===== config.mk =====
export PLATFORM = sky130hd
export DESIGN_NAME = seg7_scan_mux_flat
export DESIGN_NICKNAME = d
export VERILOG_FILES = /design/src/rtl/seg7_pkg.sv /design/src/rtl/seg7_scan_mux_if.sv /design/src/rtl/refresh_prescaler.sv /design/src/rtl/seg7_scan_mux.sv /design/src/flat_wrapper.sv
export SDC_FILE = /design/constraint.sdc
export NUM_CORES = 1
export LEC_CHECK = 0
export ABC_CLOCK_PERIOD_IN_PS = 4100
export CAP_MARGIN = 30
export CORE_ASPECT_RATIO = 2
export CORE_UTILIZATION = 52
export CTS_CLUSTER_DIAMETER = 150
export DETAILED_ROUTE_END_ITERATION = 16
export PLACE_DENSITY_LB_ADDON = 0.08
export SKIP_LAST_GASP = 1
export SYNTH_ARGS = -nofsm -noshare
export SYNTH_HDL_FRONTEND = slang
export SYNTH_SLANG_ARGS = --single-unit

===== constraint.sdc =====
create_clock -name clk -period 4.1 [get_ports clk]
set_clock_uncertainty 0.05 [all_clocks]
set_input_delay 1.23 -clock clk [delete_from_list [all_inputs] [get_ports clk]]
set_output_delay 1.23 -clock clk [all_outputs]
set_load 0.005 [all_outputs]

===== src/rtl/seg7_pkg.sv =====
// seg7_pkg: display constants shared by the scan mux, hex decoder and board top.
package seg7_pkg;
  localparam int NUM_DIGITS = 4;
  localparam logic [3:0] AN_D0 = 4'b1110;
  localparam logic [3:0] AN_D1 = 4'b1101;
  localparam logic [3:0] AN_D2 = 4'b1011;
  localparam logic [3:0] AN_D3 = 4'b0111;
  localparam logic [3:0] AN_OFF = 4'b1111;
  localparam logic DP_OFF = 1'b1;
  typedef struct packed {
    logic [15:0] data;
    logic [3:0] dp;
  } frame_t;
  function automatic logic [3:0] an_pattern(input logic [1:0] k);
    return k == 2'd0 ? AN_D0 : k == 2'd1 ? AN_D1 : k == 2'd2 ? AN_D2 : AN_D3;
  endfunction
endpackage


===== src/rtl/seg7_scan_mux_if.sv =====
// seg7_scan_mux_if: load/data from upstream and scanned digit outputs to the decoder.
interface seg7_scan_mux_if;
  logic load;
  logic [15:0] data_in;
  logic [3:0] dp_in;
  logic lz_blank;
  logic [3:0] hex;
  logic dp;
  logic [3:0] anodes;
  logic [1:0] digit_sel;
  logic frame_done;
  modport master(output load, data_in, dp_in, lz_blank, input hex, dp, anodes, digit_sel, frame_done);
  modport slave(input load, data_in, dp_in, lz_blank, output hex, dp, anodes, digit_sel, frame_done);
endinterface


===== src/rtl/refresh_prescaler.sv =====
// refresh_prescaler: counts 0..REFRESH_DIV-1, tick high on the final count.
module refresh_prescaler #(
  parameter int REFRESH_DIV = 50000,
  parameter int CNT_W = 16
) (
  input logic clk,
  input logic reset,
  output logic tick
);
  logic [CNT_W-1:0] cnt_q, cnt_d;
  always_comb begin
    tick = cnt_q == CNT_W'(REFRESH_DIV - 1);
    cnt_d = tick ? '0 : cnt_q + CNT_W'(1);
  end
  always_ff @(posedge clk) begin
    cnt_q <= reset ? '0 : cnt_d;
  end
endmodule


===== src/rtl/seg7_scan_mux.sv =====
// seg7_scan_mux: 4-digit scan with shadow/commit at frame wrap and leading-zero blanking.
module seg7_scan_mux
  import seg7_pkg::*;
#(
  parameter int REFRESH_DIV = 50000,
  parameter int CNT_W = 16
) (
  input logic clk,
  input logic reset,
  seg7_scan_mux_if.slave bus
);
  logic tick, last, commit, blank;
  logic pending_q, pending_d;
  frame_t shadow_q, shadow_d, active_q, active_d;
  logic [1:0] sel_q, sel_d;
  logic [3:0] hex_q, hex_d, an_q, an_d, nz;
  logic dp_q, dp_d, fd_q, fd_d;
  refresh_prescaler #(.REFRESH_DIV(REFRESH_DIV), .CNT_W(CNT_W)) u_pre (
    .clk(clk),
    .reset(reset),
    .tick(tick)
  );
  always_comb begin
    last = tick && sel_q == 2'd3;
    commit = last && pending_q;
    shadow_d = bus.load ? frame_t'{data: bus.data_in, dp: bus.dp_in} : shadow_q;
    pending_d = commit ? 1'b0 : (bus.load | pending_q);
    active_d = commit ? shadow_d : active_q;
    sel_d = tick ? sel_q + 2'd1 : sel_q;
    nz = {|active_d.data[15:12], |active_d.data[11:8], |active_d.data[7:4], |active_d.data[3:0]};
    // digit k is a leading zero when every nibble from k upward is zero
    blank = bus.lz_blank && sel_d != 2'd0 && (nz >> sel_d) == 4'b0000;
    hex_d = tick ? active_d.data[{sel_d, 2'b00} +: 4] : hex_q;
    an_d = tick ? (blank ? AN_OFF : an_pattern(sel_d)) : an_q;
    dp_d = tick ? (blank ? DP_OFF : ~active_d.dp[sel_d]) : dp_q;
    fd_d = last;
  end
  always_ff @(posedge clk) begin
    if (reset) begin
      shadow_q <= '0;
      active_q <= '0;
      pending_q <= 1'b0;
      sel_q <= 2'd0;
      hex_q <= 4'h0;
      an_q <= AN_D0;
      dp_q <= DP_OFF;
      fd_q <= 1'b0;
    end else begin
      shadow_q <= shadow_d;
      active_q <= active_d;
      pending_q <= pending_d;
      sel_q <= sel_d;
      hex_q <= hex_d;
      an_q <= an_d;
      dp_q <= dp_d;
      fd_q <= fd_d;
    end
  end
  assign bus.hex = hex_q;
  assign bus.anodes = an_q;
  assign bus.dp = dp_q;
  assign bus.digit_sel = sel_q;
  assign bus.frame_done = fd_q;
endmodule


===== src/flat_wrapper.sv =====
// flat-port wrapper written by rule: the top's interface ports become plain ports
module seg7_scan_mux_flat import seg7_pkg::*;
#(
  parameter int REFRESH_DIV = 50000,
  parameter int CNT_W = 16
)
  (clk, reset, bus_load, bus_data_in, bus_dp_in, bus_lz_blank, bus_hex, bus_dp, bus_anodes, bus_digit_sel, bus_frame_done);
  seg7_scan_mux_if bus_i ();
  input logic clk;
  input logic reset;
  input wire logic [$bits(bus_i.load)-1:0] bus_load;
  input wire logic [$bits(bus_i.data_in)-1:0] bus_data_in;
  input wire logic [$bits(bus_i.dp_in)-1:0] bus_dp_in;
  input wire logic [$bits(bus_i.lz_blank)-1:0] bus_lz_blank;
  output wire logic [$bits(bus_i.hex)-1:0] bus_hex;
  output wire logic [$bits(bus_i.dp)-1:0] bus_dp;
  output wire logic [$bits(bus_i.anodes)-1:0] bus_anodes;
  output wire logic [$bits(bus_i.digit_sel)-1:0] bus_digit_sel;
  output wire logic [$bits(bus_i.frame_done)-1:0] bus_frame_done;
  assign bus_i.load = bus_load;
  assign bus_i.data_in = bus_data_in;
  assign bus_i.dp_in = bus_dp_in;
  assign bus_i.lz_blank = bus_lz_blank;
  assign bus_hex = bus_i.hex;
  assign bus_dp = bus_i.dp;
  assign bus_anodes = bus_i.anodes;
  assign bus_digit_sel = bus_i.digit_sel;
  assign bus_frame_done = bus_i.frame_done;
  seg7_scan_mux #(.REFRESH_DIV(REFRESH_DIV), .CNT_W(CNT_W)) u_core (.clk(clk), .reset(reset), .bus(bus_i));
endmodule

==> parameters.txt <==
Parameter                              Value

Outcome
  Outcome ... finished, violations left
  Violated checks ... design-rule violations

Layout
  # fillers ... 499
  N_diodes ... 0
  Area growth, synth to finish ... 21.1%
  Layout cell share with drive strength beyond 1 ... 9.09%
  Final net count ... 406
  Post-Route Utilization ... 66.4%

Worst setup path
  CP Launch Type ... primary input
  Arrival time of the worst setup path ... 3460 ps
  Critical path's slowest cell ... clkdlybuf4s50_1
  Critical path fanouts, max ... 21
  Critical path start-end classification ... primary input to flop
  Data required time of the critical path ... 4310 ps
  Slowest cell delay on critical path ... 740 ps
  Critical path's most frequent cell ... o21ai_0
  Cells along the critical path ... clkdlybuf4s50_1, buf_12, mux2i_1, o21ai_0, nor3_1, o21ai_0, nand4b_1, a41oi_1
  Element type at the critical path end ... flop

Floorplanning
  Die Span X ... 57.1 um
  Die Span Y ... 112 um
  Initial core utilization ... 54.8%
  Top-level I/O count ... 36
  Die area ... 6410 sq um
  Floorplan core area ... 5760 sq um
  Row Count ... 39

Synthesis
  Post-synth EDFFs ... 0
  Main synth FF type ... dfxtp_1
  Area of the mapped netlist ... 3160 sq um
  Distinct cells, synth ... 54
  Post-synthesis instance total ... 353
  Synthesized area per cell ... 8.94 sq um
  Ys Warns ... 0
  Number of synthesized register bits ... 69
  Proportion of synthesized flip-flops having asynchronous set or reset ... 0%
  Seq/Total Area, Yosys ... 43.8%
  Syn Nets ... 379

Power and ir drop
  Power per Cell Area ... 402 nW/um^2
  Peak VDD IR ... 0.319 mV
  Power, Total ... 1.54 mW
  Static leakage power ... 1.36 nW

Routing
  Total iterations of the first detailed-routing run ... 10
  Post-DRT Antenna Nets ... 0
  Vias per cell ... 5.96
  Final wirelength ... 7480 um
  Via count ... 2,659
  Remaining routing DRC violations ... 2
  Violation count after the first detailed-routing iteration ... 114
  DR WL/cell ... 16.8 um

GRT
  Largest net degree at the start of global routing ... 34
  Initial antenna violation count ... 0
  GRT Total Usage ... 25.2%
  Global-route wire length before repair ... 12,300 um
  Total congestion overflow after global routing ... 0
  Number of global-route vias before repair ... 2,587

CTS
  Resized Gates After CTS ... 0
  Maximum buffer depth of the clock tree ... 2
  Clock insertion delay at the later pin of the skew report ... 340 ps
  CTS tree ... done
  CTS Hold Buffers Added ... 0
  Level count of the clock H-tree ... 3
  Number of post-CTS setup repair buffers ... 0
  CTS Buf Count ... 9
  Reg clk slew, reported paths ... 60 ps
  Root Driver ... clkbuf_16
  Clk sinks ... 69

Hold path
  Worst hold path type ... flop to flop

Placed design
  Post-detailed-placement half-perimeter wirelength ... 5270 um
  Weighted congestion reported at the end of routability-driven placement ... 0.807
  Number of buffer cells added on primary ports ... 35

STA
  Worst slew slack as a fraction of its limit ... 47.6%
  Total Neg Setup Slack ... 0 ps
  Hold violation count in the final report ... 0
  Fin crit share ... 79.3%
  Highest attainable clock frequency ... 0.307 GHz
  Final setup violating endpoints ... 0
  Unrepaired setup endpoints after global routing ... no
  Slew @ Worst Pin ... 786 ps
  Final number of max-transition violations ... 0
  Worst hold margin ... 407 ps
  Clock period minus final worst setup slack ... 3250 ps

Job
  Number of max-cap violations ... 0
-- worst paths after layout --
path | startpoint | end | slack [ps] | cells after the start
setup reg to reg | u_core.bus.digit_sel[0]$_SDFF_PP0_ | u_core.bus.anodes[2]$_SDFFE_PP1N_ | 1190 | 7
setup / recovery | bus_load | u_core.bus.anodes[2]$_SDFFE_PP1N_ | 850 | 8
hold / removal | u_core.u_pre.cnt_q[0]$_SDFF_PP0_ | u_core.u_pre.cnt_q[0]$_SDFF_PP0_ | 410 | 1
hold reg to reg | u_core.u_pre.cnt_q[0]$_SDFF_PP0_ | u_core.u_pre.cnt_q[0]$_SDFF_PP0_ | 410 | 1
-- metal layers --
layer / wire length (um) / GRT usage [%]
met1: 3000 / 27.8
met2: 4030 / 43.9
met3: 225 / 4.15
met4: 223 / 15.1
met5: 0 / 0
-- cell families (layout without fill, tap and decap cells) --
| logic type | count (synthesis) | after routing | share of synthesized area (%) |
|---|---|---|---|
| xor gates and xnor gates | 13 | 13 | 3.61 |
| muxes | 23 | 23 | 7.37 |
| AOI/OAI and AO/OA | 73 | 73 | 17.2 |
| and+or+nand+nor | 145 | 145 | 23.5 |
| adders and majority gates | 2 | 2 | 0.793 |
| buffers and inverters | 28 | 60 | 3.84 |
| DFF | 69 | 69 | 43.8 |
-- synth_stat cells (7+ instances only) --
master | number | area share [%]
dfxtp_1 | 69 | 44
nor2_1 | 67 | 8.0
mux2i_1 | 21 | 6.7
clkbuf_1 | 16 | 1.9
a21oi_1 | 15 | 2.4
nor3_1 | 15 | 2.4
a211oi_1 | 13 | 3.1
nand2_1 | 13 | 1.5
nand3_1 | 10 | 1.6
o21ai_0 | 10 | 1.6
buf_2 | 7 | 1.1
xor2_1 | 7 | 1.9
-- worst max-delay path: cells and delay by family --
kind,cells,cell delay (ps)
AOI/OAI and AO/OA,3,530
and+or+nand+nor,2,420
buffers and inverters,2,980
muxes,1,300
-- state kept, by name, summed over array words and instances (netlist names) --
| register | count |
|---|---|
| u_core.pending_q | 1 |
| u_core.bus.frame_done | 1 |
| u_core.active_q | 20 |
| u_core.bus.dp | 1 |
| u_core.shadow_q | 20 |
| u_core.bus.digit_sel | 2 |
| u_core.u_pre.cnt_q | 16 |
| u_core.bus.hex | 4 |
| u_core.bus.anodes | 4 |
-- where the power goes --
part           switching, mW  internal, mW  leakage [nW]
Clock                  0.277         0.485         0.143
Sequential           0.00733         0.686         0.561
Combinational         0.0419        0.0409         0.660
-- cell type report --
cell class / instances / area [sq um] / area share, %
inverters: 2 / 7.51 / 0.196
clock inverters: 4 / 47.5 / 1.24
well taps: 61 / 76.3 / 2.00
clock buffers: 12 / 246 / 6.45
flip-flops and latches: 69 / 1380 / 36.1
multi-input cells: 256 / 1650 / 43.3
repair buffers: 42 / 410 / 10.7
-- cell usage in the layout, fill, tap and decap left out, drive strengths merged, types with 3 or more instances in the layout --
cell type | synthesis | routed
a2111oi | 4 | 4
a211oi | 13 | 13
a21oi | 16 | 16
a22o | 3 | 3
a311oi | 4 | 4
a31oi | 3 | 3
and2 | 3 | 3
and3 | 5 | 5
buf | 10 | 8
clkbuf | 16 | 12
clkdlybuf4s50 | 0 | 34
dfxtp | 69 | 69
mux2i | 21 | 21
nand2 | 13 | 13
nand3 | 10 | 10
nand4 | 3 | 3
nor2 | 68 | 68
nor2b | 3 | 3
nor3 | 15 | 15
nor4 | 6 | 6
o2111ai | 3 | 3
o211ai | 4 | 4
o21ai | 11 | 11
or3 | 6 | 6
xnor2 | 6 | 6
xor2 | 7 | 7
-- metrics by stage --
stage	std cells	instance area [sq um]	worst slack (ps)
floorplan	353	3160	1380
global placement	430	3530	617
detailed placement	430	3530	560
CTS	446	3820	866
global route	446	3820	690
finish	446	3820	848
No activity file was read; power rests on OpenSTA's default activity.
